===== src/rtl/irq_exc_ctrl.sv =====
// Exception/interrupt controller: merges MEM-stage exception vectors with
// synchronised, masked, fixed-priority external interrupts and tracks nesting.
module irq_exc_ctrl #(
  parameter int NUM_IRQ  = 3,
  parameter int VEC_W    = 5,
  parameter int VEC_BASE = 8,
  parameter int MAX_NEST = 4,
  parameter int HOLDOFF  = 2,
  localparam int DEPTH_W = $clog2(MAX_NEST + 1)
) (
  input  logic               clk,
  input  logic               rst,
  input  logic [NUM_IRQ-1:0] oint_n,
  input  logic               ie,
  input  logic               rfe,
  input  logic [VEC_W-1:0]   vector_mem,
  input  logic               mask_we,
  input  logic [NUM_IRQ-1:0] mask_wdata,
  output logic               exception,
  output logic [VEC_W-1:0]   vector,
  output logic [NUM_IRQ-1:0] iack_n,
  output logic [NUM_IRQ-1:0] mask,
  output logic [NUM_IRQ-1:0] pending,
  output logic [DEPTH_W-1:0] nest_depth,
  output logic               nest_ovf
);

  localparam int CH_W   = (NUM_IRQ > 1) ? $clog2(NUM_IRQ) : 1;
  localparam int LVL_W  = $clog2(NUM_IRQ + 1);
  localparam int SP_W   = (MAX_NEST > 1) ? $clog2(MAX_NEST) : 1;
  localparam int HCNT_W = (HOLDOFF > 1) ? $clog2(HOLDOFF) : 1;

  typedef struct packed {
    logic            ext;
    logic [CH_W-1:0] ch;
  } entry_t;

  typedef enum logic [1:0] {ACT_NONE, ACT_INT, ACT_POP, ACT_EXT} act_e;
  typedef enum logic {IDLE, HOLD} state_e;

  logic [NUM_IRQ-1:0] sync1, sync2;
  entry_t             stack [MAX_NEST];
  entry_t             push_entry;
  logic [LVL_W-1:0]   level;
  logic               win_valid;
  logic [CH_W-1:0]    win_ch;
  logic [NUM_IRQ-1:0] win_oh;
  act_e               act;
  state_e             state;
  logic [HCNT_W-1:0]  hold_cnt;
  logic               push;
  logic               stack_full;

  // NOTE: registered state uses non-blocking assignments so every flop samples
  // the pre-edge value of its source; blocking here would collapse the two
  // synchroniser stages into one.
  always_ff @(posedge clk or negedge rst) begin
    if (!rst) begin
      sync1 <= '1;
      sync2 <= '1;
    end else begin
      sync1 <= oint_n;
      sync2 <= sync1;
    end
  end

  always_ff @(posedge clk or negedge rst) begin
    if (!rst)         mask <= '0;
    else if (mask_we) mask <= mask_wdata;
  end

  assign pending = ~sync2 & ~mask;

  // Current level: channel of the topmost external entry, NUM_IRQ if none.
  // NOTE: every combinational output gets a default before any condition so
  // no path leaves it unassigned, which would infer a latch.
  always_comb begin
    level = LVL_W'(NUM_IRQ);
    for (int i = 0; i < MAX_NEST; i++) begin
      if (i < int'(nest_depth) && stack[i].ext) level = LVL_W'(stack[i].ch);
    end
  end

  always_comb begin
    win_valid = 1'b0;
    win_ch    = '0;
    win_oh    = '0;
    for (int k = 0; k < NUM_IRQ; k++) begin
      if (!win_valid && pending[k] && k < int'(level)) begin
        win_valid = 1'b1;
        win_ch    = CH_W'(k);
        win_oh[k] = 1'b1;
      end
    end
  end

  // Internal exceptions beat rfe, which beats any external take.
  always_comb begin
    act       = ACT_NONE;
    exception = 1'b0;
    vector    = '0;
    iack_n    = '1;
    if (rst) begin
      if (vector_mem != '0) begin
        act       = ACT_INT;
        exception = 1'b1;
        vector    = vector_mem;
      end else if (rfe) begin
        act = ACT_POP;
      end else if (ie && state == IDLE && nest_depth < DEPTH_W'(MAX_NEST) && win_valid) begin
        act       = ACT_EXT;
        exception = 1'b1;
        vector    = VEC_W'(VEC_BASE) + VEC_W'(win_ch);
        iack_n    = ~win_oh;
      end
    end
  end

  // Holdoff window after any exception covers the SR IE update latency.
  always_ff @(posedge clk or negedge rst) begin
    if (!rst) begin
      state    <= IDLE;
      hold_cnt <= '0;
    end else if (exception && HOLDOFF > 0) begin
      state    <= HOLD;
      hold_cnt <= HCNT_W'(HOLDOFF - 1);
    end else if (state == HOLD) begin
      if (hold_cnt == '0) state <= IDLE;
      else                hold_cnt <= hold_cnt - HCNT_W'(1);
    end
  end

  assign push       = (act == ACT_INT) || (act == ACT_EXT);
  assign stack_full = (nest_depth == DEPTH_W'(MAX_NEST));
  assign push_entry = '{ext: (act == ACT_EXT), ch: (act == ACT_EXT) ? win_ch : '0};

  always_ff @(posedge clk or negedge rst) begin
    if (!rst) begin
      nest_depth <= '0;
      nest_ovf   <= 1'b0;
    end else if (push) begin
      if (stack_full) nest_ovf <= 1'b1;
      else            nest_depth <= nest_depth + DEPTH_W'(1);
    end else if (act == ACT_POP && nest_depth != '0) begin
      nest_depth <= nest_depth - DEPTH_W'(1);
    end
  end

  // NOTE: the entry array has no reset; nest_depth gates every read, so
  // clearing nest_depth alone discards the whole stack.
  always_ff @(posedge clk) begin
    if (push && !stack_full) stack[nest_depth[SP_W-1:0]] <= push_entry;
  end

endmodule


===== config.mk =====
export PLATFORM = sky130hd
export DESIGN_NAME = irq_exc_ctrl
export DESIGN_NICKNAME = d
export VERILOG_FILES = /design/src/rtl/irq_exc_ctrl.sv
export SDC_FILE = /design/constraint.sdc
export NUM_CORES = 1
export LEC_CHECK = 0
export BUFFER_PORTS_ARGS = -buffer_cell sky130_fd_sc_hd__buf_2
export CAP_MARGIN = 30
export CORE_MARGIN = 3
export CORE_UTILIZATION = 42
export CTS_CLUSTER_DIAMETER = 200
export DETAILED_ROUTE_END_ITERATION = 10
export GPL_ROUTABILITY_DRIVEN = 0
export PLACE_DENSITY_LB_ADDON = 0.12
export SETUP_SLACK_MARGIN = 0.4
export SLEW_MARGIN = 20
export SYNTH_ARGS = -nofsm -noshare
export SYNTH_HDL_FRONTEND = slang
export SYNTH_SLANG_ARGS = --single-unit

===== constraint.sdc =====
create_clock -name clk -period 6.5 [get_ports clk]
set_input_delay 1.3 -clock clk [delete_from_list [all_inputs] [get_ports clk]]
set_output_delay 1.3 -clock clk [all_outputs]
set_load 0.02 [all_outputs]

==> flow_summary.toml, run 1 <==
[status]
status = "complete, no violations"

[global_route]
gr-total-overflow = 0
grt_max_degree = 26
grt_pass1_wl_um = 5330
antenna_found_initial = 0
grt_usage_pct = 16.3
grt_pass1_vias = 1090

[min_path]
holdPathStages = 0
min_path_type = "register to register"

[synthesis]
synth_cell_type_count = 52
ys_ff_latch = 27
yosys.area.top_type = "edfxtp_1"
ys_seq_area_share_pct = 50.4
avgSynthCellArea_um2 = 12.0
ys_warn_count = 0
syn_nets = 144
yosysTopAreaCellShare_pct = 24.4
synthFlopType = "edfxtp_1"
synth_edf_count = 12
syn-cell-area_um2 = 1480
synthArstFlopShare_pct = 55.6
synth.area.top_cells = "edfxtp_1 (24%), dfrtp_1 (15%), dfstp_2 (11%), ha_1 (4.2%), buf_6 (2.3%)"
synth_cells = 123

[floorplanning]
initial_core_util_pct = 46.1
rows = 20
die_w_um = 65.3
die_area_um2 = 4260
ioPinCount = 35
die_h_um = 65.3
core_um2 = 3200

[clock_network]
root_buffer = "clkbuf_4"
cts_hold_buf = 0
htreeDepth = 1
clk_pin_slew_ns = 0.15
cts_tree = "yes"
cts_sinks = 27
numCtsBuffers = 3
clock_tree.buffer_depth = 2
postCtsResizedCells = 0
post-cts-setup-buffers = 0
clk-insertion-delay-late_ns = 0.32

[timing]
rsz0062_at_grt = "no"
fin_worst_hold_slack_ns = 0.366
skew_ns = 0.00443
final.period_utilization_pct = 66.0
period_needed_ns = 4.29
maxSlewHeadroom_pct = 68.3
setup_viol = 0
hold_viol_final = 0
worst_pin_slew_ns = 0.470
maxSlewViolCount = 0
fmax_mhz = 233
finalWorstSetupSlack_ns = 2.21
fin_setup_tns_ns = 0

[place]
place.detailed.hpwl_um = 2450
port-buffer-count = 34
dp_slack_ns = 2.20

[pwr]
p_per_area_nw_per_um2 = 310
ir_drop_v = 0.000115
leakage_nw = 0.735
power_mw = 0.522

[drt]
drc = 0
drt-total-wl_um = 3120
vias = 1095
drt_iter0_drc = 56
vias_per_cell = 5.48
ant_nets = 0
wl_per_cell_um = 15.6
drtPass1Iterations = 4

[critical_path]
cp-start-kind = "input pin"
r2r.worst_path.cells = 8
arrival_ns = 2.99
worst_setup_path_end_kind = "output pin"
worstPathMaxFanout = 25
path_class = "input pin to output pin"
required_ns = 5.20

[final_layout]
fillers = 313
nets = 178
post-route-util_pct = 52.5
drive_above_1_share_pct = 42.3
seq_area_um2 = 743
diodes = 0
multi_input_area_um2 = 661
area_growth_pct = 14.1

[job]
maxCapViolCount = 0
-- state kept, by name (all words and copies together), names as in the netlist --
name        cells
hold_cnt        1
mask            3
nest_depth      3
nest_ovf        1
stack          12
state           1
sync1           3
sync2           3
-- worst paths after layout --
kind,startpoint,endpoint,slack (ns)
max reg2reg,nest_depth[1],stack[0][1],3.65
max in group asynchronous,rst,sync2[0],5.24
min in group asynchronous,rst,mask[1],0.91
min,sync1[2],sync2[2],0.37
max,rst,vector[1],2.21
min reg2reg,sync1[2],sync2[2],0.37
-- per-layer routing --
layer / up-vias / track usage, % / part of all wire (%)
li1: 525 / - / -
met1: 535 / 22.1 / 43
met5: - / 0 / 0
met3: 4 / 2.39 / 4.0
met2: 31 / 27.1 / 51
met4: 0 / 4.92 / 1.0
-- logic make-up (layout without fill, tap and decap cells) --
logic type               Yosys count  after routing  synth area share (%)
AND/OR/NAND/NOR                   47             47                  19.8
flip-flops                        27             27                  50.4
AO/OA/AOI/OAI                     28             28                  17.8
buffers and inverters             12             45                  4.83
XOR/XNOR                           1              1                 0.594
adder cells (fa/ha/maj)            5              5                  4.24
multiplexers                       3              3                  2.29
-- where the power goes --
group | total (mW) | internal, mW | switching [mW]
combinational | 0.201 | 0.0818 | 0.119
clock | 0.0715 | 0.0230 | 0.0485
sequential | 0.250 | 0.207 | 0.0425
total | 0.522 | 0.312 | 0.210
-- stage by stage --
stage | instances | area, um2
2_1_floorplan | 123 | 1480
3_3_place_gp | 196 | 1660
3_5_place_dp | 196 | 1660
4_1_cts | 200 | 1680
5_1_grt | 200 | 1680
6_report | 200 | 1680
-- worst max-delay path, cell delays in order --
cell	delay, ns
buf_2	0.39
and2_2	0.26
and2_2	0.17
nand3_1	0.08
or4b_4	0.54
nand2_1	0.08
buf_2	0.16
-- cells in the mapped netlist (all sizes together), types with 2 or more instances --
cell and count:
a21o 3, inv 7, dfstp 6, dfrtp 9, a211o 2, a211oi 4, ha 5, buf 4
nor3 4, mux2 3, a31o 2, a31oi 2, nand4 5, and3b 2, o21ai 3, nand2b 2
and2 6, nand2 9, nand3 4, nor2 7, edfxtp 12, and3 5
-- cells in the final DEF (no fill, tap or decap), types with 3 or more instances in the layout --
cell      netlist  layout
buf_2           0      34
edfxtp_1       12      12
dfrtp_1         9       9
inv_1           7       7
nand2_1         7       7
dfstp_2         6       6
nor2_1          5       5
nand4_1         5       5
and3_1          5       5
ha_1            5       5
nand3_1         4       4
nor3_1          3       3
and2_1          3       3
a211oi_1        3       3
mux2_2          3       3
clkbuf_4        0       3
-- cell type report --
cell class              instances  share of cell area, %
clock buffers                   3                   1.34
repair buffers                 34                   10.1
flip-flops and latches         27                   44.2
clock inverters                 1                  0.297
well taps                      44                   3.27
inverters                       7                   1.56
multi-input cells              84                   39.3
Power figures use the tool's default switching activity.
==> run 2, diff against run 1 <==
==> constraint.sdc (replaced) <==
create_clock -name clk -period 3.74 [get_ports clk]
set_input_delay 0.748 -clock clk [delete_from_list [all_inputs] [get_ports clk]]
set_output_delay 0.748 -clock clk [all_outputs]
set_load 0.02 [all_outputs]
==> run 2 against run 1 <==
Net effect: die area unchanged; critical path type is now register to output pin; largest cell class unchanged; cell area up 10%; clock power up 73%; largest power group is now combinational cells; sequential power up 66%; register-to-register slack worse by 2.3 ns; hold slack better by 0.00060 ns; via count up 7.5%.
==> flow_summary.toml, run 2 (synthesis gave the netlist of run 1 again) <==
[status]
status = "complete, no violations"

[critical_path]
cp-start-kind = "register"
cp.buffers_inverters = 2
slowest_delay_ns = 0.52
required_ns = 2.99
worstPathMaxFanout = 6
worst_setup_path_end_kind = "output pin"
crit_family = "simple AND/OR/NAND/NOR gates"
path_class = "register to output pin"
crit_top_cell = "buf_4"
path_cells = "buf_4 -> o21bai_2 -> a211oi_2 -> o311a_4 -> nor2_4 -> nand3_1 -> or4b_4 -> nand2_2 -> buf_4"
worst_path_max_delay_cell = "or4b_4"
arrival_ns = 2.51

[floorplanning]
rows = 20
ioPinCount = 35
die_area_um2 = 4260
die_h_um = 65.3
die_w_um = 65.3
initial_core_util_pct = 46.1
core_um2 = 3200

[pwr]
p_comb_share_pct = 48.7
ir_drop_v = 0.000281
seqPwrFrac_pct = 39.6
switchingPower_mw = 0.414
p_per_area_nw_per_um2 = 568
p_int_mw = 0.637
switching_share_pct = 39.4
clock_power_share_pct = 11.8
leakage_nw = 0.803

[timing]
fin_setup_tns_ns = 0
skew_ns = 0.00212
fin_worst_hold_slack_ns = 0.367
hold_viol_final = 0
worst_pin_slew_ns = 0.395
setup_viol = 0
fmax_mhz = 307
maxSlewViolCount = 0
period_needed_ns = 3.26
maxSlewHeadroom_pct = 73.6
rsz0062_at_grt = "yes"
final.period_utilization_pct = 87.1

[drt]
drtPass1Iterations = 4
drt_iter0_drc = 55
vias_per_cell = 5.50
drt-total-wl_um = 3490
ant_nets = 0
wl_per_cell_um = 16.3
vias = 1177
drc = 0

[clock_network]
clock_tree.buffer_depth = 2
cts_tree = "yes"
clk-insertion-delay-late_ns = 0.32
htreeDepth = 1
cts_hold_buf = 0
numCtsBuffers = 3
clk_pin_slew_ns = 0.14
root_buffer = "clkbuf_4"
cts_sinks = 27

[place]
port-buffer-count = 34
place.detailed.hpwl_um = 2390

[global_route]
grt_pass1_vias = 1151
gr-total-overflow = 0
antenna_found_initial = 0
grt_pass1_wl_um = 5340
grt_max_degree = 25
grt_usage_pct = 16.2

[final_layout]
diodes = 0
nets = 192
seq_area_um2 = 747
layout_commonest_cell = "buf_2"
area_growth_pct = 25.5
largest_reg_flops = 12
final_cell_mix = "buf_2 (34), buf_4 (14), edfxtp_1 (12)"
fillers = 299
multi_input_area_um2 = 722
drive_above_1_share_pct = 52.4

[min_path]
min_path_type = "register to register"

[job]
maxCapViolCount = 0
run 2: stage by stage:
| stage | utilization [%] | instances | setup slack [ns] | power [mW] | area, um2 |
|---|---|---|---|---|---|
| floorplan | - | 123 | 0.545 | 0.705 | 1480 |
| global placement | 51.9 | 197 | 0.541 | 0.769 | 1660 |
| detailed placement | 51.9 | 197 | 0.521 | 0.777 | 1660 |
| CTS | 55.0 | 207 | 0.350 | 0.973 | 1760 |
| global route | 57.8 | 214 | 0.336 | 1.12 | 1850 |
| finish | 57.8 | 214 | 0.483 | 1.05 | 1850 |
run 2: worst reg2reg max path: cells and delay by family (launching register included):
family / cells / cell delay, ns
compound gates: 4 / 1.00
fa+ha+maj: 1 / 0.19
flops: 1 / 0.50
simple gates: 2 / 0.39
run 2: final cells by class:
class | count | area share, %
Tap cell | 44 | 2.97
Sequential cell | 27 | 40.3
Clock buffer | 4 | 1.42
Timing Repair Buffer | 48 | 14.9
Multi-Input combinational cell | 84 | 39.0
Inverter | 7 | 1.42
run 2: worst paths after layout:
check,cells past startpoint,end,startpoint,slack [ns]
max in group asynchronous,2,sync2[2],rst,3.08
worst max register to register,7,stack[0][0],nest_depth[0],1.37
worst min register to register,0,sync2[0],sync1[0],0.37
min in group asynchronous,2,mask[1],rst,0.39
worst max-delay path,9,vector[1],nest_depth[0],0.48
worst min-delay path,0,sync2[0],sync1[0],0.37
run 2: repair_timing:
action,4_1_cts,5_1_grt
gates resized for setup,7,8
pin swaps,0,6
setup endpoints to repair,4,4
setup buffers,6,7
run 2: power groups by stage:
stage	clock network [mW]	logic [mW]	registers, mW
after global routing	0.142	0.557	0.421
after global placement	0	0.335	0.434
after detailed placement	0	0.340	0.437
after floorplan	0	0.286	0.419
final	0.124	0.511	0.416
after CTS	0.129	0.427	0.418
run 2: per-layer routing:
layer	part of all wire, %	vias to the layer above	track usage (%)	wire length, um
met5	0	-	0	0
met4	2.3	0	7.25	80
met3	4.2	8	2.39	145
met2	49	40	26.0	1720
met1	44	575	21.5	1550
li1	-	554	-	-
==> run 3, diff against run 2 <==
--- a/config.mk
+++ b/config.mk
@@ -9,6 +9,7 @@
 export CAP_MARGIN = 30
 export CORE_MARGIN = 3
 export CORE_UTILIZATION = 42
+export CTS_BUF_LIST = sky130_fd_sc_hd__clkbuf_8 sky130_fd_sc_hd__clkbuf_16
 export CTS_CLUSTER_DIAMETER = 200
 export DETAILED_ROUTE_END_ITERATION = 10
 export GPL_ROUTABILITY_DRIVEN = 0
==> run 3 against run 2 <==
Net effect: die area unchanged; critical path type unchanged; sequential power barely moved; clock skew down 0.00094 ns.
==> flow_summary.toml, run 3 (synthesis gave the netlist of run 1 again) <==
[clock_network]
htreeDepth = 1
cts_sinks = 27
cts_hold_buf = 0
clk_pin_slew_ns = 0.09
numCtsBuffers = 3
root_buffer = "clkbuf_8"
cts_tree = "yes"
clock_tree.buffer_depth = 2
clk-insertion-delay-late_ns = 0.27

[global_route]
grt_pass1_wl_um = 5200
grt_max_degree = 25
gr-usage-met3_pct = 1.88
grt_pass1_vias = 1105
gr-total-overflow = 0
grt_usage_pct = 15.7
met2_usage_pct = 26.2
busiest_layer = "met2"
antenna_found_initial = 0
grt_use_met1_pct = 21.2

[drt]
vias_per_cell = 5.45
drt_iter0_drc = 56
wl_per_cell_um = 16.2
drc = 0
drt-total-wl_um = 3440
ant_nets = 0
drtPass1Iterations = 4
vias = 1155

[critical_path]
worst_setup_path_end_kind = "output pin"
path_class = "register to output pin"
required_ns = 2.99
cp-start-kind = "register"
arrival_ns = 2.51
rrSetupSlack_ns = 1.33
worstPathMaxFanout = 8

[timing]
fmax_mhz = 307
rsz0062_at_grt = "no"
fin_setup_tns_ns = 0
final.period_utilization_pct = 87.1
setup_viol = 0
worst_pin_slew_ns = 0.390
period_needed_ns = 3.26
maxSlewViolCount = 0
hold_viol_final = 0
fin_worst_hold_slack_ns = 0.360
maxSlewHeadroom_pct = 73.9
skew_ns = 0.00118

[final_layout]
layout_commonest_cell = "buf_2"
fillers = 296
diodes = 0
nets = 190
drive_above_1_share_pct = 51.2
largest_reg_flops = 12
final_cell_mix = "buf_2 (33), buf_4 (13), edfxtp_1 (12)"
area_growth_pct = 25.8

[pwr]
ir_drop_v = 0.000295
leakage_nw = 0.807
p_per_area_nw_per_um2 = 585
power_mw = 1.09

[floorplanning]
die_h_um = 65.3
ioPinCount = 35
die_w_um = 65.3
initial_core_util_pct = 46.1
rows = 20
core_um2 = 3200
die_area_um2 = 4260

[min_path]
min_path_type = "register to register"

[job]
maxCapViolCount = 0

[place]
place.detailed.hpwl_um = 2390
port-buffer-count = 34

[status]
status = "complete, no violations"
run 3: changes by cell type in the layout (fill, tap and decap cells not counted), sizes merged:
cell | previous run | this run
clkbuf | 4 | 3
inv | 7 | 8
buf | 48 | 46
run 3: layer usage:
| metal | part of all wire [%] | vias to the layer above | wire length [um] |
|---|---|---|---|
| met1 | 45 | 555 | 1560 |
| met3 | 3.8 | 10 | 130 |
| met2 | 49 | 41 | 1680 |
| li1 | - | 549 | - |
| met5 | 0 | - | 0 |
| met4 | 1.9 | 0 | 65 |
run 3: final cells by class:
type / instances / area [um2] / area share, %
Sequential cell: 27 / 747 / 40.3
Multi-Input combinational cell: 84 / 719 / 38.8
Timing Repair Buffer: 46 / 263 / 14.2
Tap cell: 44 / 55.1 / 2.97
Clock buffer: 3 / 41.3 / 2.23
Inverter: 7 / 26.3 / 1.42
Clock inverter: 1 / 3.75 / 0.202
run 3: final timing paths:
| check | start | endpoint | depth (start not counted) |
|---|---|---|---|
| min in group asynchronous | rst | mask[1] | 2 |
| worst min register to register | sync1[1] | sync2[1] | 0 |
| worst min-delay path | sync1[1] | sync2[1] | 0 |
| max in group asynchronous | rst | sync2[2] | 2 |
| worst max-delay path | nest_depth[0] | vector[3] | 9 |
| worst max register to register | nest_depth[0] | stack[0][0] | 7 |
run 3: timing repair:
action | in CTS | in global routing
pin swaps | 0 | 2
gates resized for setup | 3 | 14
setup buffers | 2 | 9
endpoints found under the setup margin | 4 | 4
run 3: report_power, final:
part	switching, mW	internal [mW]	total (mW)
Clock	0.0864	0.0736	0.160
Combinational	0.281	0.230	0.510
Sequential	0.0517	0.364	0.416
run 3: worst max-delay path, cell delays in order, from the launching register on:
cell	delay, ns
dfrtp_2	0.48
ha_4	0.19
o21bai_2	0.20
a211o_1	0.35
a31oi_4	0.20
o41ai_4	0.11
a31o_4	0.27
and2_4	0.19
o21a_1	0.10
buf_2	0.15
run 3: per-stage QoR:
stage	utilization, %	instance area [um2]	std cells	setup WS, ns
floorplan	-	1480	123	0.545
global placement	51.9	1660	197	0.541
detailed placement	51.9	1660	197	0.521
CTS	53.9	1730	203	0.375
global route	57.9	1860	212	0.391
finish	57.9	1860	212	0.482
